--- src/rtl/cmam_nch.sv ---
`default_nettype none
// cmam_nch -- register-bus to multi-channel NMIC serial bridge with command/response FIFOs.
// Rev 1.0
module cmam_nch #(
  parameter int N_CH    = 2,
  parameter int CMD_W   = 32,
  parameter int RSP_W   = 32,
  parameter int CFIFO_D = 8,
  parameter int RFIFO_D = 8,
  parameter int TIMEOUT = 1023
) (
  input  logic              clk,
  input  logic              rstb,
  input  logic [6:0]        addr,
  input  logic [31:0]       data_wr,
  input  logic              wren,
  input  logic              rden,
  output logic [31:0]       data_rd,
  input  logic [N_CH-1:0]   n2c_data,
  output logic [N_CH-1:0]   c2n_data,
  output logic [N_CH-1:0]   c2n_vld,
  output logic              irq,
  output logic              debug
);
  localparam int CA    = $clog2(CFIFO_D);
  localparam int RA    = $clog2(RFIFO_D);
  localparam int TW    = $clog2(TIMEOUT + 1);
  localparam int CNT_W = 6;
  localparam int CE_W  = CMD_W + 4;

  typedef enum logic [2:0] {S_IDLE, S_LOAD, S_SHIFT, S_WAIT, S_CAPT} state_t;
  state_t state;

  logic             bcast, tmo, rsp_ovf, cmd_ovf;
  logic [2:0]       ch_sel;
  logic [CE_W-1:0]  cmem [CFIFO_D];
  logic [CA-1:0]    cwp, crp;
  logic [CA:0]      ccnt;
  logic [RSP_W-1:0] rmem [RFIFO_D];
  logic [RA-1:0]    rwp, rrp;
  logic [RA:0]      rcnt;
  logic [CMD_W-1:0] cur_cmd;
  logic [2:0]       cur_ch;
  logic             cur_bc;
  logic [CNT_W-1:0] cnt;
  logic [TW-1:0]    timer;
  logic [RSP_W-1:0] rsp_sr, rsp_next;
  logic [N_CH-1:0]  lane_mask, lanes;
  logic             rx_bit;
  logic             wr_cmd, wr_ctrl, wr_stat, rd_rsp;
  logic             cmd_full, cmd_empty, rsp_full, rsp_empty;
  logic             cpush, cpop, rpush_req, rpush, rpop, tmo_set;
  logic [31:0]      ctrl_val, stat_val;

  assign wr_cmd  = wren && (addr == 7'h00);
  assign wr_ctrl = wren && (addr == 7'h01);
  assign wr_stat = wren && (addr == 7'h03);
  assign rd_rsp  = rden && (addr == 7'h02);

  // Depths are powers of two, so the count MSB alone marks full.
  assign cmd_full  = ccnt[CA];
  assign cmd_empty = (ccnt == '0);
  assign rsp_full  = rcnt[RA];
  assign rsp_empty = (rcnt == '0);

  for (genvar i = 0; i < N_CH; i++) begin : g_lane
    assign lane_mask[i] = (cur_ch == 3'(i));
  end
  assign lanes    = cur_bc ? {N_CH{1'b1}} : lane_mask;
  assign rx_bit   = |(n2c_data & lane_mask);
  assign rsp_next = (rsp_sr << 1) | RSP_W'(rx_bit);

  assign cpush     = wr_cmd && !cmd_full;
  assign cpop      = (state == S_IDLE) && !cmd_empty;
  assign rpush_req = (state == S_CAPT) && (cnt == CNT_W'(RSP_W - 1));
  assign rpush     = rpush_req && !rsp_full;
  assign rpop      = rd_rsp && !rsp_empty;
  assign tmo_set   = (state == S_WAIT) && !rx_bit && (timer == TW'(TIMEOUT - 1));

  assign ctrl_val = {23'd0, bcast, 5'd0, ch_sel};
  assign stat_val = {8'd0, 8'(rcnt), 8'(ccnt), cmd_ovf, rsp_ovf, tmo,
                     (state != S_IDLE), rsp_full, rsp_empty, cmd_empty, cmd_full};

  assign irq   = !rsp_empty || tmo || rsp_ovf || cmd_ovf;
  assign debug = (state != S_IDLE);

  always_ff @(posedge clk) begin
    if (cpush) cmem[cwp] <= {bcast, ch_sel, data_wr[CMD_W-1:0]};
    if (rpush) rmem[rwp] <= rsp_next;
  end

  always_ff @(posedge clk or negedge rstb) begin
    if (!rstb) begin
      cwp <= '0; crp <= '0; ccnt <= '0;
      rwp <= '0; rrp <= '0; rcnt <= '0;
      bcast <= 1'b0; ch_sel <= 3'd0;
      tmo <= 1'b0; rsp_ovf <= 1'b0; cmd_ovf <= 1'b0;
      data_rd <= '0;
    end else begin
      if (cpush) cwp <= cwp + 1'b1;
      if (cpop)  crp <= crp + 1'b1;
      case ({cpush, cpop})
        2'b10:   ccnt <= ccnt + 1'b1;
        2'b01:   ccnt <= ccnt - 1'b1;
        default: ccnt <= ccnt;
      endcase
      if (rpush) rwp <= rwp + 1'b1;
      if (rpop)  rrp <= rrp + 1'b1;
      case ({rpush, rpop})
        2'b10:   rcnt <= rcnt + 1'b1;
        2'b01:   rcnt <= rcnt - 1'b1;
        default: rcnt <= rcnt;
      endcase
      if (wr_ctrl) begin
        bcast <= data_wr[8];
        if ({29'd0, data_wr[2:0]} < N_CH) ch_sel <= data_wr[2:0];
      end
      // A new error in the same cycle as its clear keeps the bit set.
      tmo     <= tmo_set                 | (tmo     & ~(wr_stat & data_wr[5]));
      rsp_ovf <= (rpush_req && rsp_full) | (rsp_ovf & ~(wr_stat & data_wr[6]));
      cmd_ovf <= (wr_cmd && cmd_full)    | (cmd_ovf & ~(wr_stat & data_wr[7]));
      if (rden) begin
        case (addr)
          7'h01:   data_rd <= ctrl_val;
          7'h02:   data_rd <= rsp_empty ? 32'd0 : 32'(rmem[rrp]);
          7'h03:   data_rd <= stat_val;
          default: data_rd <= 32'd0;
        endcase
      end
    end
  end

  always_ff @(posedge clk or negedge rstb) begin
    if (!rstb) begin
      state    <= S_IDLE;
      cur_cmd  <= '0;
      cur_ch   <= 3'd0;
      cur_bc   <= 1'b0;
      cnt      <= '0;
      timer    <= '0;
      rsp_sr   <= '0;
      c2n_data <= '0;
      c2n_vld  <= '0;
    end else begin
      case (state)
        S_IDLE: begin
          c2n_data <= '0;
          c2n_vld  <= '0;
          if (!cmd_empty) begin
            {cur_bc, cur_ch, cur_cmd} <= cmem[crp];
            state <= S_LOAD;
          end
        end
        S_LOAD: begin
          c2n_vld  <= lanes;
          c2n_data <= cur_cmd[CMD_W-1] ? lanes : '0;
          cur_cmd  <= cur_cmd << 1;
          cnt      <= '0;
          state    <= S_SHIFT;
        end
        S_SHIFT: begin
          if (cnt == CNT_W'(CMD_W - 1)) begin
            c2n_vld  <= '0;
            c2n_data <= '0;
            timer    <= '0;
            state    <= cur_bc ? S_IDLE : S_WAIT;
          end else begin
            c2n_data <= cur_cmd[CMD_W-1] ? lanes : '0;
            cur_cmd  <= cur_cmd << 1;
            cnt      <= cnt + 1'b1;
          end
        end
        S_WAIT: begin
          if (rx_bit) begin
            cnt   <= '0;
            state <= S_CAPT;
          end else if (timer == TW'(TIMEOUT - 1)) begin
            state <= S_IDLE;
          end else begin
            timer <= timer + 1'b1;
          end
        end
        S_CAPT: begin
          rsp_sr <= rsp_next;
          if (cnt == CNT_W'(RSP_W - 1)) state <= S_IDLE;
          else                          cnt   <= cnt + 1'b1;
        end
        default: state <= S_IDLE;
      endcase
    end
  end
endmodule
`default_nettype wire
--- config.mk ---
export PLATFORM = sky130hd
export DESIGN_NAME = cmam_nch
export DESIGN_NICKNAME = d
export VERILOG_FILES = /design/src/rtl/cmam_nch.sv
export SDC_FILE = /design/constraint.sdc
export NUM_CORES = 1
export LEC_CHECK = 0
export ABC_AREA = 0
export CAP_MARGIN = 20
export CORE_MARGIN = 10
export CORE_UTILIZATION = 45
export CTS_BUF_LIST = sky130_fd_sc_hd__clkbuf_8
export CTS_CLUSTER_SIZE = 28
export DETAILED_ROUTE_END_ITERATION = 6
export HOLD_SLACK_MARGIN = 0.06
export MAX_ROUTING_LAYER = met4
export PLACE_DENSITY_LB_ADDON = 0.05
export SYNTH_ARGS = -nofsm -noshare
export SYNTH_HDL_FRONTEND = slang
export SYNTH_SLANG_ARGS = --single-unit
--- constraint.sdc ---
create_clock -name clk -period 6.09 [get_ports clk]
set_input_delay 1.218 -clock clk [delete_from_list [all_inputs] [get_ports clk]]
set_output_delay 1.218 -clock clk [all_outputs]
set_load 0.05 [all_outputs]
==> results_dict.tcl <==
set metrics [dict create \
    async_flop_share_pct 21.50 \
    power.static_leakage_nw 11.28 \
    cp_buf_inv_count 1 \
    io_pins 83 \
    p_per_area_mw_per_mm2 385.1 \
    ant_nets 0 \
    number_of_setup_violations_in_the_final_report 0 \
    worstSetupStartpointType "flip-flop" \
    port_buffers 82 \
    grt.overflow.total 0 \
    critPathRequiredTime_ns 4.87 \
    timing.final.crit_period_ns 4.133 \
    grt_use_total_pct 18.63 \
    timing.hold.worst.class "flip-flop to flip-flop" \
    tritoncts_clock_tree "done" \
    post_synth_fa_ha_maj_area_fraction_pct 0.5911 \
    post-synth-top-area-cell "sky130_fd_sc_hd__edfxtp_1" \
    outcome "finished, final reports clean" \
    cp-end-kind "primary output" \
    drc_errors 0 \
    crit_arrival_ns 2.92 \
    dr.first_iter.drc_count 1080 \
    area_delta_synth_final_pct 14.39 \
    path_delay_family "simple AND/OR/NAND/NOR gates" \
    worst_pin_slew_ns 1.019 \
    routed_wl_mm 63.29 \
    combPwrFrac_pct 21.5 \
    synth_simple_gate_area_share_pct 4.811 \
    synth-seq-cells 693 \
    max-clock-path-buffers 3 \
    synth_top_cells_by_count "544 x sky130_fd_sc_hd__edfxtp_1, 149 x sky130_fd_sc_hd__dfrtp_1, 139 x sky130_fd_sc_hd__nand2_1, 135 x sky130_fd_sc_hd__mux4_2, 90 x sky130_fd_sc_hd__mux2i_1" \
    grt_setup_unrepaired "false" \
    grt_pass1_vias 15060 \
    max_cap_viol_count 0 \
    critical_path.max_fanout 6 \
    via_per_inst 5.485 \
    grt_first_pass_wirelength_mm 96.51 \
    cts_hold_buffers 0 \
    synth_enable_flop_cells 544 \
    sw_frac_of_total_pct 29.35 \
    cts-root-buf "sky130_fd_sc_hd__clkbuf_8" \
    critical-path-slowest-cell "sky130_fd_sc_hd__clkdlybuf4s50_1" \
    floorplan.rows 90 \
    synth_most_common_cell "sky130_fd_sc_hd__edfxtp_1" \
    hold_violations 0 \
    max_freq_mhz 241.9 \
    cts.repair_timing.setup_buffer_count 0 \
    core_sq_mm 0.06047 \
    p_sw_mw 3.557 \
    dp_hpwl_mm 37.50 \
    num_vias 14020 \
    clock_power_share_pct 31.1 \
    cts_inserted_buffers 113 \
    drive_gt1_share_pct 21.86 \
    clk-insertion-delay-late_ns 0.69 \
    antenna_found_initial 3 \
    slew_headroom_pct 32.08 \
    synth_xor_xnor_area_share_pct 0.6684 \
    synth_cell_type_count 62 \
    timing.final.crit_share_pct 67.87 \
    die_area_sq_mm 0.07144 \
    maximum_number_of_pins_on_one_net_before_global_route_repair 69 \
    syn_area_per_cell_sq_um 18.13 \
    synth_area_leaders "sky130_fd_sc_hd__edfxtp_1 59%, sky130_fd_sc_hd__dfrtp_1 14%, sky130_fd_sc_hd__mux4_2 11%, sky130_fd_sc_hd__mux2i_1 3.3%, sky130_fd_sc_hd__nand2_1 1.9%" \
    cpPeakStageDelay_ns 0.80 \
    yosysSeqAreaShare_pct 72.92 \
    htree_num_levels 3 \
    drtPass1Iterations 5 \
    total_count_of_max_transition_violations_in_the_final_report 0 \
    post_synth_mux_area_share_pct 15.58 \
    cts_sinks 693 \
    fill_cells 4889 \
    timing.critical_path.cells "nor4_1 > nand2_1 > clkdlybuf4s50_1" \
    setup_tns_final_ns 0 \
    power_frac_seq_pct 47.4 \
    final.setup_skew_ns 0.02080 \
    internal_power_mw 8.563 \
    cts.reportedPaths.clkPinSlew_ns 0.06 \
    die_h_um 267.3 \
    worst-setup-path-type "flip-flop to primary output" \
    gp_congestion 0.7502 \
    synth_compound_gate_area_share_pct 3.178 \
    synthesized_instance_count 1518 \
    finish.net_count 1733 \
    finish.utilization_pct 52.05 \
    initial_core_util_pct 45.50 \
    wl_per_cell_um 24.77 \
    die-width_um 267.3 \
    mappedNetlistArea_sq_mm 0.02752 \
    largest_family_of_logic_cells_by_synthesized_area "multiplexers" \
    ys.warnings.count 0 \
    syn-num-nets 1576 \
    ir_drop_mv 0.1992 \
    post-synth-top-area-fraction_pct 59.37 \
    cts-resized-gates 0 \
    synthFlopType "sky130_fd_sc_hd__edfxtp_1" \
]
-- kinds of logic (layout without fill, tap and decap cells) --
family	after synthesis	count (layout)
XOR/XNOR	21	21
other	0	3
buffers and inverters	132	384
flip-flops	693	693
AND/OR/NAND/NOR	270	270
multiplexers	255	255
AO/OA/AOI/OAI	134	134
adder cells (fa/ha/maj)	13	13
-- through the flow --
stage	instances	power, mW	hold WS, ns	area, sq um	setup slack, ns
floorplan	1518	7.732	0.4486	27520	0.7333
global placement	2342	8.483	0.4673	29320	1.499
detailed placement	2342	8.520	0.4692	29320	1.455
CTS	2552	12.33	0.4779	31470	1.908
global route	2555	12.76	0.5081	31480	1.836
finish	2555	12.12	0.4741	31480	1.957
-- layout make-up --
cell class                 count  area (sq um)  share of cell area (%)
multi-input combinational    693          6949                   22.08
timing repair buffer         122          1117                   3.550
antenna                        3         7.507                 0.02385
clock inverter                77         321.6                   1.022
clock buffer                 133          1831                   5.815
sequential                   693         20080                   63.78
inverter                      52         195.2                  0.6201
tap                          782         978.4                   3.108
-- worst reg2reg max path: stages (launching register included) --
cell and delay (ns):
sky130_fd_sc_hd__dfrtp_1 0.46, sky130_fd_sc_hd__ha_1 0.22, sky130_fd_sc_hd__and3_1 0.43, sky130_fd_sc_hd__and4b_1 0.52, sky130_fd_sc_hd__nand2_1 0.31, sky130_fd_sc_hd__nor2_4 0.73, sky130_fd_sc_hd__buf_4 0.41
-- power groups by stage --
stage	clock network, mW	logic, mW	registers, mW
after floorplan	0	2.10	5.63
after global placement	0	2.64	5.84
after detailed placement	0	2.67	5.85
after CTS	3.90	2.67	5.75
after global routing	4.11	2.86	5.80
final	3.77	2.61	5.74
-- routing by layer --
layer	wire, um	GRT usage, %	up-vias
met1	27160	23.55	7365
met5	0	-	-
li1	-	-	6272
met3	3067	3.485	92
met4	1196	5.451	0
met2	31870	30.47	286
-- state kept, by name, summed over array words and instances, names as in the netlist, 3 cells and up --
name	flops
rcnt	4
rwp	3
state	3
cur_cmd	32
ccnt	4
cmem	288
rsp_sr	31
crp	3
rmem	256
cnt	6
ch_sel	3
timer	10
cur_ch	3
data_rd	32
cwp	3
rrp	3
-- path summary, 6_finish.rpt --
check / start / end / slack [ns] / cells past startpoint
min in group asynchronous: rstb / data_rd[23] / 0.57 / 1
min: timer[9] / timer[9] / 0.47 / 1
max in group asynchronous: rstb / rrp[2] / 4.33 / 2
max: rcnt[3] / irq / 1.96 / 3
max reg2reg: cnt[0] / rmem[5][17] / 2.69 / 6
min reg2reg: timer[9] / timer[9] / 0.47 / 1
-- cells in the final DEF (no fill, tap or decap), types with 8 or more instances in the layout --
master,n
sky130_fd_sc_hd__a21oi_1,38
sky130_fd_sc_hd__a32o_1,17
sky130_fd_sc_hd__buf_4,40
sky130_fd_sc_hd__clkbuf_8,133
sky130_fd_sc_hd__clkdlybuf4s50_1,80
sky130_fd_sc_hd__clkinv_1,16
sky130_fd_sc_hd__dfrtp_1,143
sky130_fd_sc_hd__edfxtp_1,544
sky130_fd_sc_hd__ha_1,13
sky130_fd_sc_hd__inv_1,102
sky130_fd_sc_hd__mux2_2,24
sky130_fd_sc_hd__mux2i_1,90
sky130_fd_sc_hd__mux4_2,135
sky130_fd_sc_hd__nand2_1,139
sky130_fd_sc_hd__nand2b_1,15
sky130_fd_sc_hd__nand3_1,10
sky130_fd_sc_hd__nand4_1,8
sky130_fd_sc_hd__nor2_1,17
sky130_fd_sc_hd__nor2_4,12
sky130_fd_sc_hd__nor2b_1,16
sky130_fd_sc_hd__nor3_1,8
sky130_fd_sc_hd__o21ai_0,16
sky130_fd_sc_hd__o21ai_1,15
sky130_fd_sc_hd__o22ai_1,17
sky130_fd_sc_hd__xnor2_1,9
sky130_fd_sc_hd__xor2_1,12
Note: power is estimated with default switching activity, not from simulation.
